### src/rtl/flag_sequencer.sv
// flag_sequencer: picks the flag index shown by the VGA pride display, stepping on frame boundaries only.
// Optional feature: define FLAG_SEQ_SHUFFLE_EN to make auto steps jump by a pseudo-random 1..8 (LFSR driven).
module flag_sequencer #(
    parameter int HOLD_FRAMES     = 180,
    parameter int DEBOUNCE_FRAMES = 3
) (
    input  logic       clk,
    input  logic       rst_n,
    input  logic       frame_start_i,
    input  logic       btn_next_i,
    input  logic       btn_prev_i,
    input  logic       btn_mode_i,
    input  logic [7:0] count_i,
    output logic [7:0] selector_o,
    output logic       auto_mode_o,
    output logic       changed_o
);
    localparam int HW = (HOLD_FRAMES > 1) ? $clog2(HOLD_FRAMES) : 1;
    localparam int DW = (DEBOUNCE_FRAMES > 1) ? $clog2(DEBOUNCE_FRAMES) : 1;
    localparam logic [HW-1:0] HOLD_MAX = HW'(HOLD_FRAMES - 1);
    localparam logic [DW-1:0] DEB_MAX  = DW'(DEBOUNCE_FRAMES - 1);

    // button vectors are ordered {mode, prev, next}
    logic [2:0]    sync1_q, sync2_q;
    logic [2:0]    samp_q, deb_q, deb_d, pend_q, press;
    logic [DW-1:0] stab_q [3];
    logic [DW-1:0] stab_d [3];
    logic [7:0]    sel_q, sel_d, sel_inc, sel_dec, sel_auto, cnt_m1;
    logic          auto_q, auto_d, chg_q, chg_d, due;
    logic [HW-1:0] hold_q, hold_d, hold_adv;

    // Two-flop synchroniser: the raw buttons are asynchronous to the pixel clock
    always_ff @(posedge clk or negedge rst_n) begin
        if (!rst_n) begin
            sync1_q <= '0;
            sync2_q <= '0;
        end else begin
            sync1_q <= {btn_mode_i, btn_prev_i, btn_next_i};
            sync2_q <= sync1_q;
        end
    end

    // Stability run per button over frame samples; debounced level follows once the run is long enough
    always_comb begin
        for (int i = 0; i < 3; i++) begin
            stab_d[i] = (sync2_q[i] != samp_q[i]) ? '0 : (stab_q[i] == DEB_MAX) ? DEB_MAX : stab_q[i] + 1'b1;
            deb_d[i]  = (stab_d[i] == DEB_MAX) ? sync2_q[i] : deb_q[i];
        end
        press = deb_d & ~deb_q;
    end

    // Debounce state advances on frame boundaries; pending presses are consumed by the next boundary
    always_ff @(posedge clk or negedge rst_n) begin
        if (!rst_n) begin
            samp_q <= '0;
            deb_q  <= '0;
            pend_q <= '0;
            stab_q <= '{default: '0};
        end else if (frame_start_i) begin
            samp_q <= sync2_q;
            deb_q  <= deb_d;
            pend_q <= press;
            stab_q <= stab_d;
        end
    end

`ifdef FLAG_SEQ_SHUFFLE_EN
    logic [7:0] lfsr_q;
    logic [8:0] t0, t1;

    // Free-running Fibonacci LFSR, taps 8,6,5,4
    always_ff @(posedge clk or negedge rst_n) begin
        if (!rst_n) lfsr_q <= 8'hA5;
        else        lfsr_q <= {lfsr_q[6:0], lfsr_q[7] ^ lfsr_q[5] ^ lfsr_q[4] ^ lfsr_q[3]};
    end

    // Random forward jump of 1..8, folded back into the table
    always_comb begin
        t0       = {1'b0, sel_q} + {6'd0, lfsr_q[2:0]} + 9'd1;
        t1       = (t0 >= {1'b0, count_i}) ? t0 - {1'b0, count_i} : t0;
        sel_auto = (t1 >= {1'b0, count_i}) ? 8'd0 : t1[7:0];
    end
`else
    assign sel_auto = sel_inc;
`endif

    // Apply pending actions and the slideshow timer at each frame boundary
    always_comb begin
        cnt_m1   = (count_i == 8'd0) ? 8'd0 : count_i - 8'd1;
        sel_inc  = (sel_q == cnt_m1) ? 8'd0 : sel_q + 8'd1;
        sel_dec  = (sel_q == 8'd0) ? cnt_m1 : sel_q - 8'd1;
        due      = auto_q && (hold_q == HOLD_MAX);
        hold_adv = !auto_q ? hold_q : due ? '0 : hold_q + 1'b1;
        sel_d    = sel_q;
        auto_d   = auto_q;
        hold_d   = hold_q;
        chg_d    = 1'b0;
        if (frame_start_i) begin
            auto_d = auto_q ^ pend_q[2];
            hold_d = pend_q[2] ? '0 : hold_adv;
            if (count_i == 8'd0) begin
                sel_d = 8'd0;
            end else if (sel_q >= count_i) begin
                sel_d  = 8'd0;
                hold_d = '0;
            end else if (pend_q[0] && !pend_q[1]) begin
                sel_d  = sel_inc;
                hold_d = '0;
            end else if (pend_q[1] && !pend_q[0]) begin
                sel_d  = sel_dec;
                hold_d = '0;
            end else if (!pend_q[0] && !pend_q[1] && due) begin
                sel_d = sel_auto;
            end
            chg_d = (count_i != 8'd0) && (sel_d != sel_q);
        end
    end

    // Output and timer registers
    always_ff @(posedge clk or negedge rst_n) begin
        if (!rst_n) begin
            sel_q  <= 8'd0;
            auto_q <= 1'b1;
            chg_q  <= 1'b0;
            hold_q <= '0;
        end else begin
            sel_q  <= sel_d;
            auto_q <= auto_d;
            chg_q  <= chg_d;
            hold_q <= hold_d;
        end
    end

    assign selector_o  = sel_q;
    assign auto_mode_o = auto_q;
    assign changed_o   = chg_q;
endmodule

### config.mk
export PLATFORM = sky130hd
export DESIGN_NAME = flag_sequencer
export DESIGN_NICKNAME = d
export VERILOG_FILES = /design/src/rtl/flag_sequencer.sv
export SDC_FILE = /design/constraint.sdc
export NUM_CORES = 1
export LEC_CHECK = 0
export BUFFER_PORTS_ARGS = -buffer_cell sky130_fd_sc_hd__buf_2
export CORE_MARGIN = 10
export CORE_UTILIZATION = 45
export CTS_CLUSTER_DIAMETER = 150
export DETAILED_ROUTE_END_ITERATION = 10
export PLACE_DENSITY = 0.68
export SYNTH_ARGS = -nofsm -noshare
export SYNTH_HDL_FRONTEND = slang
export SYNTH_SLANG_ARGS = --single-unit
export TNS_END_PERCENT = 5
### constraint.sdc
create_clock -name clk -period 8.3 [get_ports clk]
set_input_delay 1.66 -clock clk [delete_from_list [all_inputs] [get_ports clk]]
set_output_delay 1.66 -clock clk [all_outputs]
set_load 0.02 [all_outputs]
# Yosys cells after proc, flatten, opt, wreduce, memory -nomap -nowiden

Index checks and enable logic that the tools add are counted.

Add/subtract/negate cells: 7
Magnitude comparators: 1
Eq/ne operators: 12
Muxes and demuxes: 26
Bitwise gates (word level): 3
Reduce and logical (&&, ||, !) cells: 11

Operators with widths:

| operator            | count |
|---|---|
| $mux 8              | 16 |
| $add 8x1->8 const B | 2 |
| $logic_not 8->1     | 2 |
| $sub 8x1->8 const B | 2 |
| $eq 2x2->1 const B  | 6 |
| $mux 2              | 6 |
| $eq 8x8->1          | 1 |
| $eq 8x8->1 const B  | 1 |
| $ge 8x8->1          | 1 |
| $ne 8x8->1          | 1 |
| $reduce_bool 8->1   | 1 |
| $add 2x1->2 const B | 3 |
| $logic_and 1x1->1   | 6 |
| $mux 1              | 4 |
| $and 3x3->3         | 1 |
| $ne 1x1->1          | 3 |
| $not 3->3           | 1 |
| $logic_not 1->1     | 2 |
| $xor 1x1->1         | 1 |

Bits in registers: 39
Output and inout port bits: 10

# Logic depth before layout (Yosys ltp)

Gate-level depths: netlist of the first run.

Depth in word-level cells: 13
Depth in mapped cells: 13

# Worst setup path before layout of the first run

Ideal clock, no wire load.

Path kind: input-to-reg
From: input count_i[5]
To: register chg_q, in the netlist changed_o
Library setup time: 0.138 ns
Data arrival time: 3.919 ns
Data required time: 8.162 ns
Path slack: 4.244 ns
Stages: 11
Cell sequence: buf_2 > inv_1 > ha_1 > a2111oi_0 > o21a_1 > o21ai_1 > a211o_1 > mux2_1 > a211o_1 > nor3_2 > a311oi_1

Cells in the longest elaborated chain, start to end: 13

RTL lines:

| item                                           | RTL line | text |
|---|---|---|
| start: declaration                             | 13       | `input logic [7:0] count_i,` |
| $sub 8x1->8 or $logic_not 8->1 (tied branches) | 89, 101  |  |
| $mux 8                                         | 89       | `cnt_m1 = (count_i == 8'd0) ? 8'd0 : count_i - 8'd1;` |
| $eq 8x8->1                                     | 90       | `sel_inc = (sel_q == cnt_m1) ? 8'd0 : sel_q + 8'd1;` |
| $mux 8                                         | 90       |  |
| $mux 8                                         | 112      | `end else if (!pend_q[0] && !pend_q[1] && due) begin` |
| $mux 8                                         | 109      | `end else if (pend_q[1] && !pend_q[0]) begin` |
| $mux 8                                         | 106      | `end else if (pend_q[0] && !pend_q[1]) begin` |
| $mux 8                                         | 103      | `end else if (sel_q >= count_i) begin` |
| $mux 8                                         | 101      | `if (count_i == 8'd0) begin` |
| $mux 8                                         | 98       | `if (frame_start_i) begin` |
| $ne 8x8->1                                     | 115      | `chg_d = (count_i != 8'd0) && (sel_d != sel_q);` |
| $logic_and 1x1->1 (*)                          | 115      |  |
| $mux 1 (*)                                     | 98       |  |
| net chg_d                                      | 29       | `logic auto_q, auto_d, chg_q, chg_d, due;` |
| end signal: assignment                         | 129      | `chg_q <= chg_d;` |
| end: declaration                               | 29       |  |

The timed path passes the listed nets; every way through them passes the cells marked *. The select of a mux whose other input is x is not followed.
A chain may end at the register's enable or synchronous reset.

# Final worst setup path of the first run

From: input count_i[0]
To: register chg_q, in the netlist changed_o

Same word-level chain as after synthesis.

==> flow_metrics.env, run 1 <==
export IMPL_status="complete, no violations"
export IMPL_port_buffers=23
export IMPL_syn_num_nets=429
export IMPL_rrSetupSlack_ps=4650
export IMPL_die_w_um=105
export IMPL_via_count=3090
export IMPL_cts_root_buf="clkbuf_8"
export IMPL_final_nets=436
export IMPL_clock_path_buffers=2
export IMPL_synth_edf_count=0
export IMPL_grt_ovfl_total=0
export IMPL_dr_pass1_iters=5
export IMPL_drv_slew=0
export IMPL_post_cts_resized=0
export IMPL_hold_buffers=0
export IMPL_r2r_end="changed_o"
export IMPL_fillers=691
export IMPL_yosysTopAreaCell="dfrtp_1"
export IMPL_design_die_area_um2=11100
export IMPL_drive_gt1_share_pct=12.6
export IMPL_ctsHtreeMaxLevel=2
export IMPL_worstMarginPinSlew_ps=891
export IMPL_antenna_found_initial=0
export IMPL_initial_core_util_pct=47.2
export IMPL_final_min_clock_period_ps=4650
export IMPL_p_per_area_nw_per_um2=267
export IMPL_fin_skew_ps=13.7
export IMPL_setup_viol=0
export IMPL_ys_ff_latch=39
export IMPL_clk_pin_slew_ps=80
export IMPL_synthTopCellsByCount="dfrtp_1 (38), nand2_1 (38), o21ai_0 (32)"
export IMPL_antenna_cells=0
export IMPL_synth_top_cell_area_share_pct=29.2
export IMPL_grt_max_degree=40
export IMPL_hp_class="flop to flop"
export IMPL_numCtsBuffers=5
export IMPL_total_power_uw=938
export IMPL_end_kind="flop"
export IMPL_postCtsSetupBuffers=0
export IMPL_totalWireLength_um=8250
export IMPL_gp_congestion=0.862
export IMPL_synthTopCellsByArea="dfrtp_1 (29%), ha_1 (6.5%), o21ai_0 (4.9%), nand2_1 (4.4%), a21oi_1 (4.0%)"
export IMPL_synthArstFlopShare_pct=100
export IMPL_ant_nets=0
export IMPL_cts_num_sinks=39
export IMPL_viasPerCell=6.16
export IMPL_syn_avg_cell_area_um2=8.20
export IMPL_crit_required_ps=8450
export IMPL_design_core_area_um2=6910
export IMPL_tns_ps=0
export IMPL_design_portCount=24
export IMPL_dieHeight_um=105
export IMPL_cts_tree="yes"
export IMPL_cp_max_fo=12
export IMPL_syn_inst=398
export IMPL_register_area_um2=977
export IMPL_drtIter0Drc=322
export IMPL_rsz0062_at_grt="no"
export IMPL_timing_fmax_mhz=215
export IMPL_rr_startpoint="selector_o[0]"
export IMPL_slew_headroom_pct=40.6
export IMPL_drv_cap=0
export IMPL_rr_worst_depth=11
export IMPL_ys_types=71
export IMPL_multiInputGateArea_um2=2100
export IMPL_leakagePower_nw=1.50
export IMPL_vdd_drop_max_mv=0.0931
export IMPL_yosysWarningCount=0
export IMPL_synth_seq_area_share_pct=30.0
export IMPL_dp_hpwl_um=6050
export IMPL_holdPathEnd="sync2_q[0]"
export IMPL_rows=30
export IMPL_cp_data_arrival_time_ps=4810
export IMPL_grt_total_usage_pct=14.7
export IMPL_area_delta_synth_final_pct=7.90
export IMPL_synth_ff_type="dfrtp_1"
export IMPL_syn_area_um2=3260
export IMPL_grt_pass1_wl_um=14000
export IMPL_min_period_over_period_pct=56.1
export IMPL_timing_hold_ws_ps=353
export IMPL_clkLatencyLatePin_ps=290
export IMPL_min_delay_start="sync1_q[0]"
export IMPL_hold_depth=0
export IMPL_drt_wirelength_per_cell_um=16.4
export IMPL_grt_pass1_vias=2798
export IMPL_post_route_util_pct=51.0
export IMPL_hold_viol=0
export IMPL_drc=0
export IMPL_critical_path_class="primary input to flop"
export IMPL_startpoint_type="primary input"
-- where the power goes --
part           switching (mW)  total [mW]  internal (mW)  leakage (nW)
registers              0.0828       0.315          0.232         0.501
logic                   0.259       0.455          0.196         0.937
clock network          0.0712       0.169         0.0974        0.0612
-- flip-flops by register name (all words and copies together), names as in the netlist --
register / flops
auto_mode_o: 1
changed_o: 1
deb_q: 3
hold_q: 8
pend_q: 3
samp_q: 3
selector_o: 8
stab_q: 6
sync1_q: 3
sync2_q: 3
-- kinds of logic after synthesis --
group	share of synthesized area, %
compound gates	27.7
fa+ha+maj	6.52
flops	30.0
xor+xnor	3.22
buf+inv	5.79
simple gates	23.9
mux	2.92
-- routing by layer --
layer	global-route usage, %	up-vias	part of all wire, %
met2	22.9	128	46
li1	-	1494	-
met5	0	-	0
met3	2.83	14	6.8
met4	4.22	0	1.8
met1	20.2	1454	45
-- cell usage in the layout, fill, tap and decap left out, types with 3 or more instances in the layout --
master,netlist,routed
nor2_1,26,26
a21o_1,3,3
or3_1,6,6
nand3b_1,3,3
o21a_1,8,8
xor2_1,4,4
a211o_1,5,5
nand2_1,38,38
o31ai_1,3,3
a22o_1,4,4
clkbuf_8,0,6
mux2_2,3,3
nand4_1,5,5
mux2i_1,5,5
and3_1,4,4
a31oi_1,6,6
buf_2,4,23
o21ai_0,32,32
nand3_1,7,7
a21oi_1,26,26
or4_4,3,3
inv_1,22,22
o32ai_1,3,3
xnor2_1,8,8
a221oi_1,3,3
nor3b_1,5,5
nor3_1,12,12
ha_1,17,17
nand2b_1,7,7
dfrtp_1,38,38
nor2b_1,5,5
o22ai_1,11,11
-- worst max-delay path, stage by stage --
cell and delay, ps:
buf_2 140, inv_1 90, ha_1 190, nor3b_2 330, nand2_1 210, a311o_1 350
nor4_1 270, nand4b_1 500, o21ai_0 530, a21oi_1 80, o32ai_1 280, a311oi_1 160
-- layout make-up --
type                    count  area share, %
repair buffers             24           3.48
multi-input cells         312           59.5
clock inverters             2          0.995
inverters                  23           2.45
clock buffers               6           2.35
flip-flops and latches     39           27.8
well taps                  96           3.41
-- through the flow --
step | cells | instance area [um2] | setup slack, ps
after floorplan | 398 | 3260 | 4240
after global placement | 494 | 3400 | 3640
after detailed placement | 494 | 3400 | 3440
after CTS | 502 | 3520 | 3740
after global routing | 502 | 3520 | 3270
final | 502 | 3520 | 3650
-- how the worst max path moves through the flow --
stage	from	end	slack (ps)	depth (start not counted)
final	count_i[0]	changed_o	3650	12
after global routing	count_i[0]	changed_o	3270	12
after CTS	count_i[1]	changed_o	3740	12
after detailed placement	count_i[0]	changed_o	3440	12
after global placement	count_i[1]	changed_o	3640	12
after floorplan	count_i[5]	changed_o	4240	11
Note: power is estimated with default switching activity, not from simulation.
==> run 2, diff against run 1 <==
Clock period 8.3 ns to 4.3 ns, I/O delays scaled along.
==> flow_metrics.env, run 2 (synthesis results as in run 1) <==
export IMPL_status="complete, no violations"
export IMPL_leakagePower_nw=1.52
export IMPL_gp_congestion=0.957
export IMPL_drc=0
export IMPL_cts_tree="yes"
export IMPL_grt_total_usage_pct=14.6
export IMPL_seqPwrFrac_pct=32.2
export IMPL_grt_max_degree=40
export IMPL_design_die_area_um2=11100
export IMPL_final_nets=441
export IMPL_setup_ws_ps=664
export IMPL_holdPathEnd="sync2_q[0]"
export IMPL_total_power_mw=1.82
export IMPL_port_buffers=23
export IMPL_antenna_cells=0
export IMPL_drv_slew=0
export IMPL_cp_max_fo=8
export IMPL_hold_depth=0
export IMPL_ctsHtreeMaxLevel=2
export IMPL_rr_startpoint="selector_o[0]"
export IMPL_dp_hpwl_um=6090
export IMPL_ant_nets=0
export IMPL_cp_data_arrival_time_ps=3800
export IMPL_rows=30
export IMPL_timing_fmax_mhz=275
export IMPL_rr_worst_depth=11
export IMPL_power_frac_clock_pct=17.1
export IMPL_area_delta_synth_final_pct=8.90
export IMPL_dieHeight_um=105
export IMPL_clk_pin_slew_ps=90
export IMPL_worstMarginPinSlew_ps=906
export IMPL_viasPerCell=6.06
export IMPL_grt_pass1_vias=2851
export IMPL_r2r_end="changed_o"
export IMPL_initial_core_util_pct=47.2
export IMPL_p_switching_uw=807
export IMPL_critical_path_class="primary input to flop"
export IMPL_tns_ps=0
export IMPL_cts_num_sinks=39
export IMPL_drtIter0Drc=344
export IMPL_drv_cap=0
export IMPL_startpoint_type="primary input"
export IMPL_totalWireLength_um=8360
export IMPL_cts_root_buf="clkbuf_8"
export IMPL_rsz0062_at_grt="no"
export IMPL_design_core_area_um2=6910
export IMPL_design_portCount=24
export IMPL_min_period_over_period_pct=84.6
export IMPL_die_w_um=105
export IMPL_vdd_drop_max_mv=0.162
export IMPL_end_kind="flop"
export IMPL_min_delay_start="sync1_q[0]"
export IMPL_hold_buffers=0
export IMPL_hold_viol=0
export IMPL_antenna_found_initial=0
export IMPL_grt_ovfl_total=0
export IMPL_netSwitchingFraction_pct=44.3
export IMPL_hp_class="flop to flop"
export IMPL_clock_path_buffers=2
export IMPL_place_worst_setup_slack_ps=405
export IMPL_grt_pass1_wl_um=13900
export IMPL_layout_common_cells="nand2_1 (38), dfrtp_1 (38), o21ai_0 (32)"
export IMPL_post_cts_resized=0
export IMPL_via_count=3072
export IMPL_combPwrFrac_pct=50.7
export IMPL_drive_gt1_share_pct=13.6
export IMPL_drt_wirelength_per_cell_um=16.5
export IMPL_dr_pass1_iters=5
export IMPL_crit_required_ps=4470
export IMPL_postCtsSetupBuffers=0
export IMPL_p_int_mw=1.01
export IMPL_clkLatencyLatePin_ps=290
export IMPL_final_min_clock_period_ps=3640
export IMPL_rrSetupSlack_ps=990
export IMPL_slew_headroom_pct=39.6
export IMPL_p_per_area_nw_per_um2=512
export IMPL_fin_skew_ps=13.6
export IMPL_setup_viol=0
export IMPL_numCtsBuffers=5
==> run 2: changes by cell type in the layout (fill, tap and decap cells not counted), sizes merged <==
cell / previous run / this run
buf: 24 / 29
clkbuf: 6 / 5
clkinv: 2 / 3
==> run 2: through the flow <==
step	utilization, %	hold slack, ps	cell area, um2	std cells
finish	51.4	351	3550	507
global route	51.4	363	3550	507
CTS	51.4	355	3550	507
detailed placement	49.8	336	3440	499
global placement	49.8	332	3440	499
floorplan	-	331	3260	398
==> run 2: worst max-delay path, cell delays in order <==
cell,delay [ps]
buf_2,130
inv_1,100
ha_1,210
nor3b_2,330
nand2_1,200
a311o_1,360
nor4_1,290
nand4b_1,370
o21ai_0,440
a21oi_1,80
o32ai_1,300
a311oi_1,150
==> run 2: layout make-up <==
type / count / area (um2)
Clock inverter: 3 / 43.8
Tap cell: 96 / 120
Timing Repair Buffer: 29 / 160
Fill cell: 681 / 3350
Inverter: 23 / 86.3
Sequential cell: 39 / 977
Multi-Input combinational cell: 312 / 2100
Clock buffer: 5 / 68.8
==> run 2: worst max-delay path by stage <==
stage	from	endpoint	cells past startpoint
finish	count_i[1]	changed_o	12
global route	count_i[0]	changed_o	12
CTS	count_i[0]	changed_o	12
detailed placement	count_i[0]	changed_o	12
global placement	count_i[1]	changed_o	12
floorplan	count_i[5]	changed_o	11
==> run 2: power by group through the flow <==
stage	clock network (mW)	registers (mW)	logic [mW]
2_1_floorplan	0	0.569	0.691
3_3_place_gp	0	0.587	0.899
3_5_place_dp	0	0.589	0.912
4_1_cts	0.319	0.581	0.915
5_1_grt	0.332	0.602	1.03
6_report	0.311	0.586	0.923
==> run 2: metal layers <==
layer | GRT usage [%] | part of all wire [%]
met1 | 20.0 | 47
met2 | 22.7 | 46
met3 | 3.01 | 5.9
met4 | 3.43 | 0.99
met5 | 0 | 0
==> run 3, diff against run 2 <==
Settings changed: PLACE_DENSITY 0.68 to 0.71.
Clock period 4.3 ns to 3.1 ns, I/O delays scaled along.
==> flow_metrics.env, run 3 (synthesis results as in run 1) <==
export IMPL_status="complete, no violations"
export IMPL_timing_fmax_mhz=342
export IMPL_stdcell_count=549
export IMPL_port_buffers=23
export IMPL_cts_root_buf="clkbuf_8"
export IMPL_grt_total_usage_pct=16.4
export IMPL_initial_core_util_pct=47.2
export IMPL_timing_hold_ws_ps=353
export IMPL_final_nets=483
export IMPL_area_delta_synth_final_pct=19.4
export IMPL_critPathTopFamily="compound AO/OA/AOI/OAI gates"
export IMPL_place_area_um2=3760
export IMPL_combPwrFrac_pct=55.4
export IMPL_vdd_drop_max_mv=0.380
export IMPL_crit_buf_inv=1
export IMPL_post_route_util_pct=56.4
export IMPL_p_switching_mw=1.17
export IMPL_design_die_area_um2=11100
export IMPL_cp_cell_sequence="inv_1, ha_1, nor3b_1, and2_0, nand2_1, o211a_1, a211o_1, nor4b_1, a21oi_1, o32ai_1, a311oi_1"
export IMPL_layout_common_cells="buf_4 (48), nand2_1 (38), dfrtp_1 (38)"
export IMPL_post_place_cells=541
export IMPL_cp_data_arrival_time_ps=3080
export IMPL_totalWireLength_um=9070
export IMPL_power_frac_clock_pct=16.4
export IMPL_fin_skew_ps=8.04
export IMPL_hold_viol=0
export IMPL_total_power_mw=2.73
export IMPL_rsz0062_at_grt="no"
export IMPL_dr_pass1_iters=5
export IMPL_grt_pass1_wl_um=15400
export IMPL_drv_slew=0
export IMPL_p_int_mw=1.56
export IMPL_final_area_um2=3890
export IMPL_drt_wirelength_per_cell_um=16.5
export IMPL_critical_path_class="flop to flop"
export IMPL_crit_required_ps=3260
export IMPL_antenna_cells=0
export IMPL_die_w_um=105
export IMPL_end_kind="flop"
export IMPL_cpMaxStageDelayCell="dfrtp_1"
export IMPL_antenna_found_initial=0
export IMPL_min_period_over_period_pct=94.2
export IMPL_grt_ovfl_total=0
export IMPL_rows=30
export IMPL_gp_congestion=0.893
export IMPL_critPathMaxStageDelay_ps=430
export IMPL_place_worst_setup_slack_ps=-200
export IMPL_numCtsBuffers=5
export IMPL_worstMarginPinSlew_ps=882
export IMPL_drive_gt1_share_pct=22.7
export IMPL_grt_max_degree=40
export IMPL_setup_ws_ps=180
export IMPL_clkLatencyLatePin_ps=300
export IMPL_setup_viol=0
export IMPL_layout_commonest_cell="buf_4"
export IMPL_cts_num_sinks=39
export IMPL_clk_pin_slew_ps=80
export IMPL_clock_path_buffers=2
export IMPL_fillers=659
export IMPL_drv_cap=0
export IMPL_design_portCount=24
export IMPL_netSwitchingFraction_pct=42.7
export IMPL_hp_class="flop to flop"
export IMPL_tns_ps=0
export IMPL_p_per_area_nw_per_um2=701
export IMPL_drtIter0Drc=406
export IMPL_leakagePower_nw=1.74
export IMPL_final_min_clock_period_ps=2920
export IMPL_slew_headroom_pct=41.2
export IMPL_ant_nets=0
export IMPL_cts_tree="yes"
export IMPL_dp_hpwl_um=6760
export IMPL_dieHeight_um=105
export IMPL_hold_buffers=0
export IMPL_drc=0
export IMPL_cp_max_fo=8
export IMPL_ctsHtreeMaxLevel=2
export IMPL_seqPwrFrac_pct=28.2
export IMPL_via_count=3268
export IMPL_viasPerCell=5.95
export IMPL_design_core_area_um2=6910
export IMPL_grt_pass1_vias=3219
export IMPL_startpoint_type="flop"
-- run 3: layer usage --
layer	track usage, %	vias up	wire length [um]
met5	0	-	0
met2	26.7	110	4310
met1	20.8	1552	4010
li1	-	1585	-
met4	5.88	0	203
met3	3.56	21	541
-- run 3: final timing paths --
kind | slack (ps) | depth (start not counted) | from | endpoint
worst max register to register | 180 | 11 | selector_o[1] | changed_o
min in group asynchronous | 420 | 1 | rst_n | selector_o[0]
worst max-delay path | 180 | 11 | selector_o[1] | changed_o
worst min register to register | 350 | 0 | sync1_q[1] | sync2_q[1]
worst min-delay path | 350 | 0 | sync1_q[1] | sync2_q[1]
max in group asynchronous | 2110 | 1 | rst_n | hold_q[7]
-- run 3: final cells by class --
cell class / count / area, um2 / area share [%]
multi-input cells: 312 / 2120 / 54.4
clock inverters: 2 / 35.0 / 0.899
inverters: 23 / 87.6 / 2.25
repair buffers: 71 / 475 / 12.2
clock buffers: 6 / 82.6 / 2.12
flip-flops and latches: 39 / 977 / 25.1
well taps: 96 / 120 / 3.08
-- run 3: power groups by stage --
stage | Clock [mW] | Sequential (mW) | Combinational (mW)
after detailed placement | 0 | 0.775 | 1.49
after CTS | 0.460 | 0.765 | 1.49
final | 0.448 | 0.769 | 1.51
after global placement | 0 | 0.770 | 1.46
after global routing | 0.482 | 0.786 | 1.68
after floorplan | 0 | 0.790 | 0.959
-- run 3: what timing repair did --
action                     4_1_cts  5_1_grt
setup endpoints to repair        0        6
resized for setup                0        6
buffers inserted                 0        0
hold endpoints to repair         0        0
